$ cat src/rtl/mips_mem_pkg.sv
// Shared definitions for the instruction-memory side of the multicycle MIPS core.
package mips_mem_pkg;

  typedef enum logic [1:0] {
    IDLE,
    READ,
    WRITE,
    DONE
  } fetch_state_e;

  localparam int unsigned BYTES_PER_WORD = 4;
  localparam int unsigned INSTR_W        = 32;

endpackage

$ cat src/rtl/instr_fetch_ctrl.sv
// Sequences byte-wide instr_memory reads into 32-bit instruction fetches and
// interleaves whole-word writes from the program loader on the same port.
module instr_fetch_ctrl
  import mips_mem_pkg::*;
#(
  parameter int unsigned ADDR_W = 6
) (
  input  logic               clk_i,
  input  logic               rst_ni,
  input  logic               fetch_req_i,
  input  logic [ADDR_W-1:0]  fetch_pc_i,
  input  logic               fetch_flush_i,
  output logic               fetch_ready_o,
  output logic               fetch_valid_o,
  output logic [INSTR_W-1:0] instr_o,
  input  logic               ld_valid_i,
  input  logic [ADDR_W-1:0]  ld_addr_i,
  input  logic [INSTR_W-1:0] ld_data_i,
  output logic               ld_ready_o,
  output logic               mem_we_o,
  output logic [ADDR_W-1:0]  mem_addr_o,
  output logic [INSTR_W-1:0] mem_wd_o,
  input  logic [7:0]         mem_rdata_i
);

  fetch_state_e                    state_q, state_d;
  logic [2:0]                      cnt_q, cnt_d;
  logic [ADDR_W-3:0]               base_q, base_d;
  logic [INSTR_W-1:0]              wdata_q, wdata_d;
  logic [INSTR_W-1:0]              instr_q, instr_d;
  logic [BYTES_PER_WORD-2:0][7:0]  shadow_q, shadow_d;
  logic [1:0]                      rd_off;
  logic                            unused_addr_lsbs;

  // Byte offset saturates at 3: the fifth READ cycle only collects the last byte.
  assign rd_off           = cnt_q[2] ? 2'd3 : cnt_q[1:0];
  assign instr_o          = instr_q;
  assign unused_addr_lsbs = ^{fetch_pc_i[1:0], ld_addr_i[1:0]};

  always_comb begin
    state_d       = state_q;
    cnt_d         = cnt_q;
    base_d        = base_q;
    wdata_d       = wdata_q;
    instr_d       = instr_q;
    shadow_d      = shadow_q;
    fetch_ready_o = 1'b0;
    ld_ready_o    = 1'b0;
    fetch_valid_o = 1'b0;
    mem_we_o      = 1'b0;
    mem_addr_o    = '0;
    mem_wd_o      = '0;

    unique case (state_q)
      IDLE: begin
        fetch_ready_o = rst_ni;
        ld_ready_o    = rst_ni;
        if (ld_valid_i) begin
          base_d  = ld_addr_i[ADDR_W-1:2];
          wdata_d = ld_data_i;
          state_d = WRITE;
        end else if (fetch_req_i) begin
          base_d  = fetch_pc_i[ADDR_W-1:2];
          cnt_d   = '0;
          state_d = READ;
        end
      end
      WRITE: begin
        mem_we_o   = 1'b1;
        mem_addr_o = {base_q, 2'b00};
        mem_wd_o   = wdata_q;
        state_d    = IDLE;
      end
      READ: begin
        mem_addr_o = {base_q, rd_off};
        if (fetch_flush_i) begin
          state_d = IDLE;
        end else begin
          cnt_d = cnt_q + 3'd1;
          unique case (cnt_q)
            3'd1: shadow_d[0] = mem_rdata_i;
            3'd2: shadow_d[1] = mem_rdata_i;
            3'd3: shadow_d[2] = mem_rdata_i;
            // The top byte goes straight into instr so it is already valid
            // during the DONE cycle that carries the fetch_valid_o pulse.
            3'd4: begin
              instr_d = {mem_rdata_i, shadow_q};
              state_d = DONE;
            end
            default: ;
          endcase
        end
      end
      DONE: begin
        fetch_valid_o = 1'b1;
        state_d       = IDLE;
      end
      default: state_d = IDLE;
    endcase
  end

  always_ff @(posedge clk_i or negedge rst_ni) begin
    if (!rst_ni) begin
      state_q  <= IDLE;
      cnt_q    <= '0;
      base_q   <= '0;
      wdata_q  <= '0;
      instr_q  <= '0;
      shadow_q <= '0;
    end else begin
      state_q  <= state_d;
      cnt_q    <= cnt_d;
      base_q   <= base_d;
      wdata_q  <= wdata_d;
      instr_q  <= instr_d;
      shadow_q <= shadow_d;
    end
  end

endmodule
$ cat config.mk
export PLATFORM = sky130hd
export DESIGN_NAME = instr_fetch_ctrl
export DESIGN_NICKNAME = d
export VERILOG_FILES = /design/src/rtl/mips_mem_pkg.sv /design/src/rtl/instr_fetch_ctrl.sv
export SDC_FILE = /design/constraint.sdc
export NUM_CORES = 1
export LEC_CHECK = 0
export ABC_AREA = 1
export CORE_MARGIN = 3
export CORE_UTILIZATION = 30
export DETAILED_ROUTE_END_ITERATION = 16
export PLACE_DENSITY_LB_ADDON = 0.05
export SYNTH_ARGS = -nofsm -noshare
export SYNTH_HDL_FRONTEND = slang
export SYNTH_SLANG_ARGS = --single-unit
$ cat constraint.sdc
create_clock -name clk_i -period 2 [get_ports clk_i]
set_input_delay 0.2 -clock clk_i [delete_from_list [all_inputs] [get_ports clk_i]]
set_output_delay 0.2 -clock clk_i [all_outputs]
set_load 0.02 [all_outputs]
==> summary.md, run 1 <==
| Metric | Value |
|---|---|
| Worst Tran Pin Value | 0.5720 ns |
| # setup viols final | 0 |
| Met1 usage | 18.53% |
| Die H | 128.5 microns |
| Crit Path Max Fanout | 4 |
| DIE AREA | 0.01651 sq mm |
| Num Clock Sinks | 97 |
| Tcrit/Tclk final | 93.89% |
| DR vias | 3,643 |
| Initial DRC Count | 224 |
| Final net count | 712 |
| Post-CTS Setup Inserts | 0 |
| DP HPWL | 7.384 mm |
| Initial Util | 30.85% |
| Max-slew violations | 0 |
| Met3 GRT Util | 6.019% |
| Yosys top cell by area | dfrtp_1 |
| I/O Pins | 131 |
| Top post-synthesis cells by area | dfrtp_1 54%, nand2_1 16%, inv_1 6.7%, o21ai_2 6.2%, nand3_1 4.3% |
| Post-Syn Nets | 588 |
| Leak | 3.276 nW |
| Avg Inst Size Synth | 8.638 sq um |
| Clock transition at the registers of the reported paths | 0.07 ns |
| Register area | 0.002429 sq mm |
| Worst hold slack | 0.4065 ns |
| Worst Setup End Kind | output port |
| MaxCap Viol Count | 0 |
| Post-synthesis cell type count | 19 |
| Hold worst-path end | wdata_q[2] |
| Crit Path Class | reg -> out |
| Hold-critical path depth | 3 |
| Total core area | 0.01459 sq mm |
| RSZ-0062 raised after global routing | no |
| CTS root buf | clkbuf_16 |
| Fin crit period | 1.878 ns |
| Site row count | 44 |
| WL/cell | 13.21 microns |
| Number of diodes | 0 |
| Worst-Skew Late Latency | 0.35 ns |
| Sequential area share after synthesis | 53.93% |
| Total global routing overflow | 0 |
| Max Freq | 0.5325 GHz |
| Final Core Density | 42.88% |
| Syn Inst Count | 521 |
| Synthesized flop and latch total | 97 |
| M2 GR Usage | 20.90% |
| Die X | 128.5 microns |
| Largest net degree at the start of global routing | 98 |
| Startpoint types | register |
| R2R setup slack | 0.32 ns |
| Top Usage Layer GRT | met2 |
| Final Worst Setup Slack | 0.1222 ns |
| Routed Wire Length | 10.99 mm |
| Area added between synthesis and finish | 39.00% |
| Antenna viol nets, final | 0 |
| CTS tree | built |
| Fillers | 1,475 |
| DRC viols | 0 |
| PD cells | 1100 mW/mm^2 |
| Worst reg2reg startpoint | state_q[1] |
| Router iterations before antenna repair | 4 |
| Multi-input logic area | 0.001614 sq mm |
| Worst R2R End | instr_o[27] |
| Global Route Usage Sum | 14.02% |
| Outcome | completed |
| H-tree depth | 3 |
| Hold WC Path Type | in -> reg |
| WP data arrival | 1.68 ns |
| Vias in the first global route | 3,540 |
| Final Hold Viols | 0 |
| Port bufs | 126 |
| Post-Syn Area | 0.004501 sq mm |
| Routed vias/inst | 4.379 |
| Synthesis Warnings | 0 |
| CTS max path bufs | 2 |
| CTS buffer count | 9 |
| First-pass GRT wire length | 18.40 mm |
| R2R cell count | 9 |
| Initial antenna violation count | 0 |
| Place WS | 0.06063 ns |
| Slew Limit Headroom | 61.86% |
| Final worst clock skew | 0.01261 ns |
| Largest vdd supply drop | 0.5241 mV |
| Top-area cell type share of the netlist area | 53.93% |
| Setup_tns | 0 ns |
| Hold Path Origin | ld_data_i[2] |
| GPL Wtd Cong | 0.8091 |
| Critical Path RT | 1.80 ns |
| Share of layout cells above drive strength 1 | 13.43% |
[logic make-up (layout without fill, tap and decap cells)]
kind of cell	count (synthesis)	in the layout	synth area share, %
simple gates	243	243	22.80
compound gates	65	65	10.01
fa+ha+maj	10	10	2.780
flops	97	97	53.93
buf+inv	106	233	10.48
[what timing repair did]
| item | 4_1_cts | 5_1_grt |
|---|---|---|
| gates cloned | 1 | 0 |
| setup endpoints to repair | 41 | 21 |
| hold buffers | 1 | 0 |
| resized for setup | 73 | 14 |
| endpoints found under the hold margin | 97 | 0 |
[metrics by stage]
step	total power (W)	std cells	instance area [sq um]
after global routing	0.007406	832	6256
final	0.006881	832	6256
after floorplan	0.004232	521	4501
after CTS	0.007005	832	6270
after detailed placement	0.005245	816	5947
after global placement	0.005209	816	5947
[state kept, by name, summed over array words and instances, names as in the netlist]
register	cells
base_q	4
instr_o	32
cnt_q	3
state_q	2
shadow_q	24
wdata_q	32
[cell usage in the layout (no fill, tap or decap), types with 2 or more instances in the layout]
cell	count
dfrtp_1	96
nor2_1	7
buf_12	4
inv_2	2
clkbuf_2	5
inv_1	79
o21ai_0	26
o21ai_2	32
nand3_1	39
dlygate4sd2_1	21
nand2_1	192
clkdlybuf4s50_1	84
nand3_4	3
a21oi_1	3
ha_1	9
clkdlybuf4s15_2	14
clkbuf_16	9
o21ai_1	3
buf_4	7
[synth_stat cells]
library cell and count:
o211a_1 1, buf_4 2, dfrtp_1 97, o21ai_2 32
nand2_4 1, inv_2 1, nand3_4 3, o21ai_1 2
nor2_1 7, buf_2 5, a21oi_1 3, nor2_8 1
clkbuf_1 10, nand3_1 39, o21ai_0 27, inv_1 80
nand2_1 192, ha_1 10, buf_6 8
[routing by layer]
layer / vias up / wire (microns)
met5: - / 0
met4: 0 / 160
met3: 9 / 904
met2: 113 / 4983
met1: 1687 / 4940
li1: 1834 / -
[report_power, final]
| part | switching, W | internal (W) |
|---|---|---|
| registers | 0.000274 | 0.00248 |
| clock network | 0.000746 | 0.000995 |
| logic | 0.00145 | 0.000941 |
| total | 0.00247 | 0.00441 |
[worst max-delay path by stage]
stage | end | depth (start not counted) | slack (ns) | start
global placement | mem_addr_o[5] | 5 | 0.08 | state_q[0]
detailed placement | mem_addr_o[3] | 5 | 0.06 | state_q[1]
floorplan | mem_wd_o[0] | 6 | 0.31 | state_q[0]
CTS | mem_wd_o[0] | 6 | 0.009 | state_q[0]
finish | mem_addr_o[4] | 4 | 0.12 | state_q[0]
global route | mem_wd_o[1] | 6 | 0.03 | state_q[0]
[final cells by class]
| class | instances | share of cell area (%) |
|---|---|---|
| Sequential cell | 97 | 38.82 |
| Multi-Input combinational cell | 318 | 25.80 |
| Timing Repair Buffer | 138 | 22.18 |
| Inverter | 81 | 4.860 |
| Clock buffer | 10 | 3.820 |
| Tap cell | 184 | 3.680 |
| Clock inverter | 4 | 0.8400 |
[critical path, cell delays in order (launching register included)]
cell and delay [ns]:
dfrtp_1 0.38, buf_4 0.15, ha_1 0.25, o211a_1 0.23
dlygate4sd2_1 0.32
Note: power is estimated with default switching activity, not from simulation.
==> run 2, diff against run 1 <==
--- a/config.mk
+++ b/config.mk
@@ -9,6 +9,7 @@
 export CORE_MARGIN = 3
 export CORE_UTILIZATION = 30
 export DETAILED_ROUTE_END_ITERATION = 16
+export HOLD_SLACK_MARGIN = 0.05
 export PLACE_DENSITY_LB_ADDON = 0.05
 export SYNTH_ARGS = -nofsm -noshare
 export SYNTH_HDL_FRONTEND = slang
==> results of run 2 <==
Same layout as run 1: the final DEF is identical, and so are final timing and power.
==> run 3, diff against run 2 <==
--- a/config.mk
+++ b/config.mk
@@ -6,6 +6,7 @@
 export NUM_CORES = 1
 export LEC_CHECK = 0
 export ABC_AREA = 1
+export CAP_MARGIN = 10
 export CORE_MARGIN = 3
 export CORE_UTILIZATION = 30
 export DETAILED_ROUTE_END_ITERATION = 16
==> results of run 3 <==
Same layout as run 1: the final DEF is identical, and so are final timing and power.
